File: src/rtl/joy_serial_pkg.sv
// Shared types, defaults and sizing helpers for the serial joystick reader.
package joy_serial_pkg;

   typedef enum logic [2:0] {
      IDLE,
      LOAD,
      CLK_LO,
      CLK_HI,
      PUBLISH,
      GAP
   } state_t;

   localparam int DEF_PLAYERS    = 2;
   localparam int DEF_BITS       = 12;
   localparam int DEF_CLK_DIV    = 24;
   localparam int DEF_GAP_TICKS  = 16;
   localparam int DEF_FILTER     = 1;
   localparam int DEF_ACTIVE_LOW = 1;

   function automatic int idx_width(input int n);
      return (n > 1) ? $clog2(n) : 1;
   endfunction

endpackage

File: src/rtl/joy_tick_gen.sv
// Free-running divider; tick marks the last clk cycle of each CLK_DIV period.
module joy_tick_gen #(
   parameter int CLK_DIV = 24
) (
   input  logic clk,
   input  logic reset,
   output logic tick
);
   localparam int CW = (CLK_DIV > 1) ? $clog2(CLK_DIV) : 1;

   logic [CW-1:0] count;

   assign tick = (count == CW'(CLK_DIV - 1));

   always_ff @(posedge clk or posedge reset) begin
      if (reset)
         count <= '0;
      else if (tick)
         count <= '0;
      else
         count <= count + 1'b1;
   end
endmodule

File: src/rtl/joy_serial_reader.sv
// Reads a chain of shift-register game controllers and publishes
// debounced (two matching frames) button states.
module joy_serial_reader
   import joy_serial_pkg::*;
#(
   parameter int PLAYERS    = DEF_PLAYERS,
   parameter int BITS       = DEF_BITS,
   parameter int CLK_DIV    = DEF_CLK_DIV,
   parameter int GAP_TICKS  = DEF_GAP_TICKS,
   parameter int FILTER     = DEF_FILTER,
   parameter int ACTIVE_LOW = DEF_ACTIVE_LOW
) (
   input  logic                    clk,
   input  logic                    reset,
   input  logic                    en,
   input  logic                    joy_data,
   output logic                    joy_clk,
   output logic                    joy_load,
   output logic [PLAYERS*BITS-1:0] joystick,
   output logic                    frame_done,
   output logic                    frame_err
);
   localparam int N  = PLAYERS * BITS;
   localparam int IW = idx_width(N);
   localparam int GW = (GAP_TICKS > 1) ? $clog2(GAP_TICKS) : 1;
   localparam logic [GW-1:0] GAP_LAST = (GAP_TICKS > 0) ? GW'(GAP_TICKS - 1) : '0;
   localparam logic INVERT = (ACTIVE_LOW != 0);

   state_t         state, state_next;
   logic [IW-1:0]  index;
   logic [N-1:0]   raw, prev_raw;
   logic           prev_valid;
   logic [GW-1:0]  gap_cnt;
   logic           tick;
   logic           last_bit;
   logic           match;

   joy_tick_gen #(.CLK_DIV(CLK_DIV)) u_tick (
      .clk   (clk),
      .reset (reset),
      .tick  (tick)
   );

   assign last_bit = (index == IW'(N - 1));
   // prev_valid makes the first frame after reset always fail the filter.
   assign match = (FILTER == 0) || (prev_valid && (raw == prev_raw));

   always_comb begin
      state_next = state;
      if (tick) begin
         case (state)
            IDLE:    if (en) state_next = LOAD;
            LOAD:    state_next = CLK_LO;
            CLK_LO:  state_next = CLK_HI;
            CLK_HI:  state_next = last_bit ? PUBLISH : CLK_LO;
            PUBLISH: begin
               if (GAP_TICKS == 0)
                  state_next = en ? LOAD : IDLE;
               else
                  state_next = GAP;
            end
            GAP:     if (gap_cnt == GAP_LAST) state_next = en ? LOAD : IDLE;
            default: state_next = IDLE;
         endcase
      end
   end

   // Pins are decoded from state_next so they are registered and line up with state.
   always_ff @(posedge clk or posedge reset) begin
      if (reset) begin
         state      <= IDLE;
         index      <= '0;
         raw        <= '0;
         prev_raw   <= '0;
         prev_valid <= 1'b0;
         gap_cnt    <= '0;
         joystick   <= '0;
         joy_clk    <= 1'b1;
         joy_load   <= 1'b1;
         frame_done <= 1'b0;
         frame_err  <= 1'b0;
      end else begin
         state      <= state_next;
         joy_clk    <= (state_next != CLK_LO);
         joy_load   <= (state_next != LOAD);
         frame_done <= 1'b0;
         frame_err  <= 1'b0;
         if (tick) begin
            case (state)
               LOAD:    index <= '0;
               CLK_LO:  raw[index] <= joy_data ^ INVERT;
               CLK_HI:  if (!last_bit) index <= index + 1'b1;
               PUBLISH: begin
                  prev_raw   <= raw;
                  prev_valid <= 1'b1;
                  gap_cnt    <= '0;
                  if (match) begin
                     joystick   <= raw;
                     frame_done <= 1'b1;
                  end else begin
                     frame_err  <= 1'b1;
                  end
               end
               GAP:     gap_cnt <= gap_cnt + 1'b1;
               default: ;
            endcase
         end
      end
   end
endmodule

File: config.mk
export PLATFORM = sky130hd
export DESIGN_NAME = joy_serial_reader
export DESIGN_NICKNAME = d
export VERILOG_FILES = /design/src/rtl/joy_serial_pkg.sv /design/src/rtl/joy_tick_gen.sv /design/src/rtl/joy_serial_reader.sv
export SDC_FILE = /design/constraint.sdc
export NUM_CORES = 1
export LEC_CHECK = 0
export ABC_AREA = 1
export BUFFER_PORTS_ARGS = -buffer_cell sky130_fd_sc_hd__clkbuf_2
export CAP_MARGIN = 20
export CORE_MARGIN = 3
export CORE_UTILIZATION = 45
export DETAILED_ROUTE_END_ITERATION = 16
export PLACE_DENSITY = 0.65
export SETUP_SLACK_MARGIN = 0.4
export SKIP_LAST_GASP = 1
export SYNTH_ARGS = -nofsm -noshare
export SYNTH_HDL_FRONTEND = slang
export SYNTH_SLANG_ARGS = --single-unit
export TNS_END_PERCENT = 20
File: constraint.sdc
create_clock -name clk -period 3.85 [get_ports clk]
set_input_delay 0.77 -clock clk [delete_from_list [all_inputs] [get_ports clk]]
set_output_delay 0.77 -clock clk [all_outputs]
set_load 0.1 [all_outputs]
# After elaboration in Yosys (flattened, before gate mapping)
# Cells that the tools add are included.
[word_totals]
reg_bits = 94
input_bits = 4
output_inout_bits = 28
word_cells = 59
[op_classes]
n_addsub = 3
order_cmp = 2
n_eq_ne = 12
mux = 19
bitwise = 1
n_reduce_logical = 10
[op_table]
columns = ["op", "n"]
rows = [
  ["24-bit bitwise mux", 1],
  ["24-bit equality test", 1],
  ["3-bit case mux with 6 select lines", 1],
  ["3-bit two-way mux", 4],
  ["5-bit by 1-bit adder with 5-bit output, second input constant", 2],
  ["5-bit equality test, second input constant", 2],
  ["5-bit two-way mux", 2],
  ["5-bit case mux with 2 select lines", 1],
  ["1-bit two-way mux", 8],
  ["4-bit case mux with 2 select lines", 1],
  ["3-bit by 2-bit equality test with 1-bit output, second input constant", 2],
  ["3-bit equality test, second input constant", 2],
  ["5-bit by 6-bit < comparator with 1-bit output, second input constant", 1],
  ["2-bit AND reduction", 3],
  ["3-bit AND reduction", 2],
  ["1-bit demux with 5-bit select", 1],
  ["5-bit by 1-bit >= comparator with 1-bit output, second input constant", 1],
  ["4-bit by 1-bit adder with 4-bit output, second input constant", 1],
  ["4-bit equality test, second input constant", 1],
  ["2-bit nonzero test", 2],
  ["3-bit by 1-bit equality test with 1-bit output, second input constant", 1],
  ["3-bit logical NOT", 1],
  ["3-bit by 1-bit inequality test with 1-bit output, second input constant", 1],
  ["3-bit by 2-bit inequality test with 1-bit output, second input constant", 1],
  ["other kinds (3)", 4],
]

# Depth between registers and ports, before layout
# Gate-level depths: netlist (run 1).
[depth]
word_depth = 5
ltp_mapped = 11

# By module
# A second synthesis (run 1) with hierarchy kept.
[hier_totals]
hier_cells = 586
hier_area_um2 = 4708.3
[by_module_without_submodules]
columns = ["module", "instances", "cells_per_inst", "area_each_um2", "seq_area_each_um2"]
rows = [
  ["joy_serial_reader", 1, 565, 4493.1, 2229.6],
  ["joy_tick_gen", 1, 21, 215.2, 125.1],
]

# Worst setup path after synthesis (run 1)
# OpenSTA, ideal clock, no wires.
[synth_path]
kind = "register -> output"
from = "register joystick[0]"
to = "output joystick[0]"
arrival_time_ns = 0.898
required_time_ns = 3.080
setup_slack_ns = 2.182
path_stages_with_launch = 1
path_cell_list = "dfrtp_1"
[synth_lines]
columns = ["item", "line", "source"]
rows = [
  ["start: declaration", "joy_serial_reader.sv:19", "output logic [PLAYERS*BITS-1:0] joystick,"],
  ["start signal: assignment", "joy_serial_reader.sv:98", "joystick <= raw;"],
]
# No word-level cell between the ends.

# Final worst setup path (run 1)
[layout_path]
from = "register u_tick.count[0]"
to = "register joystick[21]"
[layout_via]
elab_chain_cells = 2
[layout_rtl]
columns = ["item", "line", "source"]
rows = [
  ["start: declaration", "joy_tick_gen.sv:11", "logic [CW-1:0] count;"],
  ["start signal: assignment", "joy_tick_gen.sv:21", "count <= count + 1'b1;"],
  ["5-bit equality test", "joy_tick_gen.sv:13", "assign tick = (count == CW'(CLK_DIV - 1));"],
  ["3-bit AND reduction (no line)", "-", ""],
]
# Every way passes these cells.
# A chain may end at the register's enable or synchronous reset.

==> results.md, run 1 <==
* Run status: completed
* Final RePlAce weighted congestion at 0.866
* P_sw at 370 uW
* Clk sinks at 94
* Ys Warns at 0
* Remaining antenna violation count at 0
* First-pass GRT wire length at 17,500 um
* IO Port Bufs at 31
* Site row count at 36
* Drt initial violations at 200
* Int Pwr at 1370 uW
* Clock Skew at 17.6 ps
* Comb power frac at 1.6%
* F_max at 397 MHz
* Area fraction in compound gates after synthesis at 7.21%
* CTS clock-pin slew for the worst setup and hold paths at 80 ps
* GRT Util Overall at 18.9%
* Leak at 0.00282 uW
* Hold buffer count at CTS at 0
* Nets at 656
* Crit Path Category: flip-flop to flip-flop
* Switching Fraction at 21.3%
* Mapped Area at 0.00477 mm^2
* TNS Setup at 0 ps
* Worst vdd ir at 215 uV
* CTS tree: yes
* GR Overflow Total at 0
* DR DRC count at 0
* Die W at 109 um
* Worst skew pair latency at 380 ps
* Vias per cell at 4.88
* Crit. End Element: flip-flop
* Via count at 3,824
* Final WL at 10,000 um
* Synth Area in Adders at 1.57%
* Largest net degree at the start of global routing at 50
* Dpl cells at 768
* Cells after Synth at 621
* Hold Fails Final Rpt at 0
* #FFs+latches synth at 94
* Pwr per Cell Area at 333 mW/mm^2
* Mean Syn Cell Area at 7.68 um^2
* Sequential area share after synthesis at 49.4%
* Sequential share of power at 56.7%
* TritonCTS Buffers at 9
* Initial Util at 47.5%
* Layout area overhead at 9.71%
* Arrival time at the worst endpoint at 2770 ps
* Largest family of logic cells by synthesized area: simple AND/OR/NAND/NOR gates
* Mux share of post-synthesis cell area at 0%
* Clock power frac at 41.7%
* Top cell type's share of synthesized area at 48.3%
* Chip Height at 109 um
* Slew Limit Headroom at 46.7%
* Startpoint types: flip-flop
* Post-Synth Simple-Gate Area at 32.1%
* HPWL after detailed placement at 7430 um
* Synth Area in XOR/XNOR at 1.10%
* Commonest non-fill, non-tap cells in the layout: nand2_1, dfrtp_1, inv_1
* Die area at 0.0119 mm^2
* Unrepaired setup endpoints after global routing: false
* Number of global-route vias before repair at 3,724
* Worst-Margin Slew at 798 ps
* Htree depth at 3
* Synth top area cells: dfrtp_1, nand2_1, nand3_1
* Routed len/inst at 12.8 um
* Fin cells at 784
* Max cap viols at 0
* Most common cell after layout, fill and taps aside: nand2_1
* Core Region at 0.0100 mm^2
* Yosys cell types at 31
* Worst Path Max Fanout at 33
* Share of cells above drive strength 1 at 13.1%
* Initial antenna violation count at 0
* Clock buffer depth at 2
* ANT cells at 0
* Clock root cell: clkbuf_8
* Hold Crit Class: flip-flop to flip-flop
* Postcts setup bufs at 0
* Min Tclk post-route at 2520 ps
* Final Max Tran Viols at 0
* Fin crit share at 65.4%
* Cts repair resizes at 0
* Cell accounting for the most synthesized area: dfrtp_1
* Ports at 32
* Drt first pass iters at 4
* # setup viols final at 0
* Post-synthesis net count at 631
* Critical Path RT at 4100 ps
[power groups by stage]
stage,combinational [uW],sequential (uW),clock [uW]
2_1_floorplan,17.8,1010,0
6_report,27.0,988,727
3_3_place_gp,29.4,1010,0
5_1_grt,32.2,988,791
3_5_place_dp,29.6,1010,0
4_1_cts,29.6,988,748
[cell families (layout without fill, tap and decap cells)]
| group | count (synthesis) | count (layout) |
|---|---|---|
| AND/OR/NAND/NOR | 350 | 350 |
| XOR/XNOR | 6 | 6 |
| AO/OA/AOI/OAI | 66 | 66 |
| flip-flops | 94 | 94 |
| buffers and inverters | 99 | 129 |
| adder cells (fa/ha/maj) | 6 | 6 |
[metal layers]
metal	vias to the layer above	global-route usage, %	share of wire [%]
met5	-	0	0
met1	1771	26.0	49
li1	1985	-	-
met3	9	4.38	3.4
met4	0	5.23	1.1
met2	59	30.0	47
[stage by stage]
stage          util (%)  total power, uW  hold WS, ps  cell area (um^2)  worst slack (ps)
2_1_floorplan         -             1020          433              4770               635
3_3_place_gp       49.9             1040          443              5010              1440
3_5_place_dp       49.9             1040          452              5010              1330
4_1_cts            52.1             1770          464              5230              1310
5_1_grt            52.1             1810          476              5230               986
6_report           52.1             1740          460              5230              1330
[cell type report]
type,instances,area (um^2)
Fill cell,983,4810
Sequential cell,94,2350
Multi-Input combinational cell,428,2000
Inverter,80,302
Timing Repair Buffer,33,183
Tap cell,133,166
Clock buffer,10,138
Clock inverter,6,85.1
[state kept, by name, summed over array words and instances (netlist names)]
name and count:
raw 24, u_tick.count 5, prev_valid 1, prev_raw 24, state 3, index 5
joystick 24, frame_done 1, frame_err 1, joy_clk 1, gap_cnt 4, joy_load 1
[cell usage after synthesis (all sizes together)]
cell and n:
clkbuf 4, ha 6, buf 15, o21ai 55
nand4 3, nor2 54, nand3 71, nand2 217
inv 80, o31ai 1, a22o 1, xnor2 2
o2bb2ai 1, dfstp 2, xor2 4, nand3b 2
a21oi 8, dfrtp 92, nor3 3
[critical path: stages (launching register included)]
cell and delay (ps):
dfrtp_1 370, ha_1 170, nand2_1 80, nor2_2 150, nand2_4 130, nor2_4 540
nand4_2 650, nand2_1 230, nand2_1 70
[worst paths after layout]
kind,end,slack [ps],depth (start not counted),startpoint
min reg2reg,u_tick.count[0],460,1,u_tick.count[0]
max in group asynchronous,prev_raw[19],2630,3,reset
min in group asynchronous,joystick[1],500,2,reset
max,joystick[21],1330,8,u_tick.count[0]
max reg2reg,joystick[21],1330,8,u_tick.count[0]
min,u_tick.count[0],460,1,u_tick.count[0]
No activity file was read; power rests on OpenSTA's default activity.
==> run 2: changes to the inputs <==
clock period = 2.34 ns   (was 3.85 ns; I/O delays follow)
==> results.md, run 2 (same netlist as run 1, synthesis figures left out) <==
* Ports at 32
* Max cap viols at 0
* Largest net degree at the start of global routing at 95
* TNS Setup at 0 ps
* Fin crit share at 77.0%
* Clk sinks at 94
* ANT cells at 0
* Crit Path Category: flip-flop to flip-flop
* Cell mode on critical path: nand2_1
* Pwr per Cell Area at 538 mW/mm^2
* Worst vdd ir at 273 uV
* Arrival time at the worst endpoint at 2100 ps
* GR Overflow Total at 0
* Via count at 3,922
* F_max at 555 MHz
* Htree depth at 3
* Clock Skew at 8.15 ps
* Number of global-route vias before repair at 3,727
* Critical Path RT at 2630 ps
* Startpoint types: flip-flop
* Nets at 663
* Drt first pass iters at 4
* Stages on the worst setup path at 10
* Die area at 0.0119 mm^2
* Top Registers: joystick: 24 flops, prev_raw: 24 flops, raw: 24 flops
* Initial antenna violation count at 0
* CTS tree: yes
* Most common cell after layout, fill and taps aside: nand2_1
* Die W at 109 um
* CP max stage delay at 420 ps
* Worst hold slack at 208 ps
* CTS clock-pin slew for the worst setup and hold paths at 90 ps
* Hold Fails Final Rpt at 0
* Crit path to: joystick[0]
* Remaining antenna violation count at 0
* Worst-path cell chain: inv_1 -> nand2_1 -> nand2_1 -> inv_2 -> nand2_1 -> nor2_1 -> nand3_1 -> nor2_4 -> nand3_1 -> nand2_1
* Leak at 0.00286 uW
* Fin cells at 791
* Worst Reg-to-Reg Cells at 10
* Crit path from: raw[10]
* Layout area overhead at 11.7%
* Routed len/inst at 13.6 um
* DR DRC count at 0
* Worst Path Buf+Inv at 2
* Dpl cells at 771
* Crit. End Element: flip-flop
* Clock buffer depth at 2
* Setup ws final at 538 ps
* HPWL after detailed placement at 7430 um
* Drt initial violations at 198
* TritonCTS Buffers at 9
* Slew Limit Headroom at 51.6%
* Commonest non-fill, non-tap cells in the layout: nand2_1, dfrtp_1, inv_1
* Pre-CTS WS at 528 ps
* Worst path slowest cell: dfrtp_1
* Final RePlAce weighted congestion at 0.915
* Core Region at 0.0100 mm^2
* Share of cells above drive strength 1 at 14.0%
* GRT Util Overall at 19.3%
* # setup viols final at 0
* Hold Crit Class: input pin to asynchronous set/reset pin
* Chip Height at 109 um
* First-pass GRT wire length at 18,000 um
* Worst-Margin Slew at 720 ps
* Min Tclk post-route at 1800 ps
* Initial Util at 47.5%
* Run status: completed
* Worst skew pair latency at 360 ps
* Site row count at 36
* CP delay by family, top: simple AND/OR/NAND/NOR gates
* Worst R2R Setup Slack at 540 ps
* Final WL at 10,800 um
* IO Port Bufs at 31
* Vias per cell at 4.96
* Final Max Tran Viols at 0
* Unrepaired setup endpoints after global routing: true
* Worst Path Max Fanout at 11
* Clock root cell: clkbuf_8
* Worst R2R Start: raw[10]
* RR Endpoint: joystick[0]
==> run 2: cell count changes in the layout (fill, tap and decap cells not counted) <==
cell      previous run  this run
buf_4                1         4
buf_12               1         3
clkinv_2             3         1
nor2_1              40        39
inv_6                0         1
nor2_4               5         6
nor2_2               9        10
buf_8                0         1
clkbuf_1             0         1
==> run 2: worst reg2reg max path, stage by stage (launching register included) <==
cell,delay (ps)
dfrtp_1,420
inv_1,60
nand2_1,60
nand2_1,90
inv_2,80
nand2_1,60
nor2_1,180
nand3_1,250
nor2_4,330
nand3_1,110
nand2_1,100
==> run 2: cell type report <==
class / count / area, um^2
Clock buffer: 11 / 141
Clock inverter: 5 / 81.3
Fill cell: 959 / 4720
Inverter: 80 / 304
Multi-Input combinational cell: 429 / 2020
Sequential cell: 94 / 2350
Tap cell: 133 / 166
Timing Repair Buffer: 39 / 260
==> run 2: power by group <==
part           internal [uW]  switching, uW  leakage (uW)
registers               1620           1.14       0.00117
clock network            634            559      0.000110
logic                   6.44           40.2       0.00158
==> run 2: timing repair <==
item,CTS,global route
gates resized for setup,0,4
hold buffers,0,0
buffers inserted,0,3
setup endpoints to repair,0,27
==> run 2: per-layer routing <==
layer | GRT usage, % | vias to the layer above | part of all wire (%)
met5 | 0 | - | 0
met4 | 6.49 | 0 | 1.9
met3 | 4.14 | 18 | 4.6
met2 | 30.9 | 87 | 46
met1 | 26.2 | 1809 | 47
li1 | - | 2008 | -
==> run 2: worst min path at each step <==
stage | from | end | slack (ps) | cells past startpoint
after floorplan | u_tick.count[0] | u_tick.count[0] | 430 | 1
after global placement | u_tick.count[0] | u_tick.count[0] | 440 | 1
after detailed placement | joystick[1] | joystick[1] | 460 | 2
after CTS | reset | index[4] | 240 | 3
after global routing | reset | index[4] | 280 | 3
final | reset | raw[3] | 210 | 3
==> run 2: per-stage QoR <==
stage               util, %  cell area, um^2  power (uW)
finish                 53.0             5330        2860
global route           53.0             5330        2980
CTS                    52.5             5270        2910
detailed placement     50.2             5050        1710
global placement       50.2             5050        1710
floorplan                 -             4770        1690
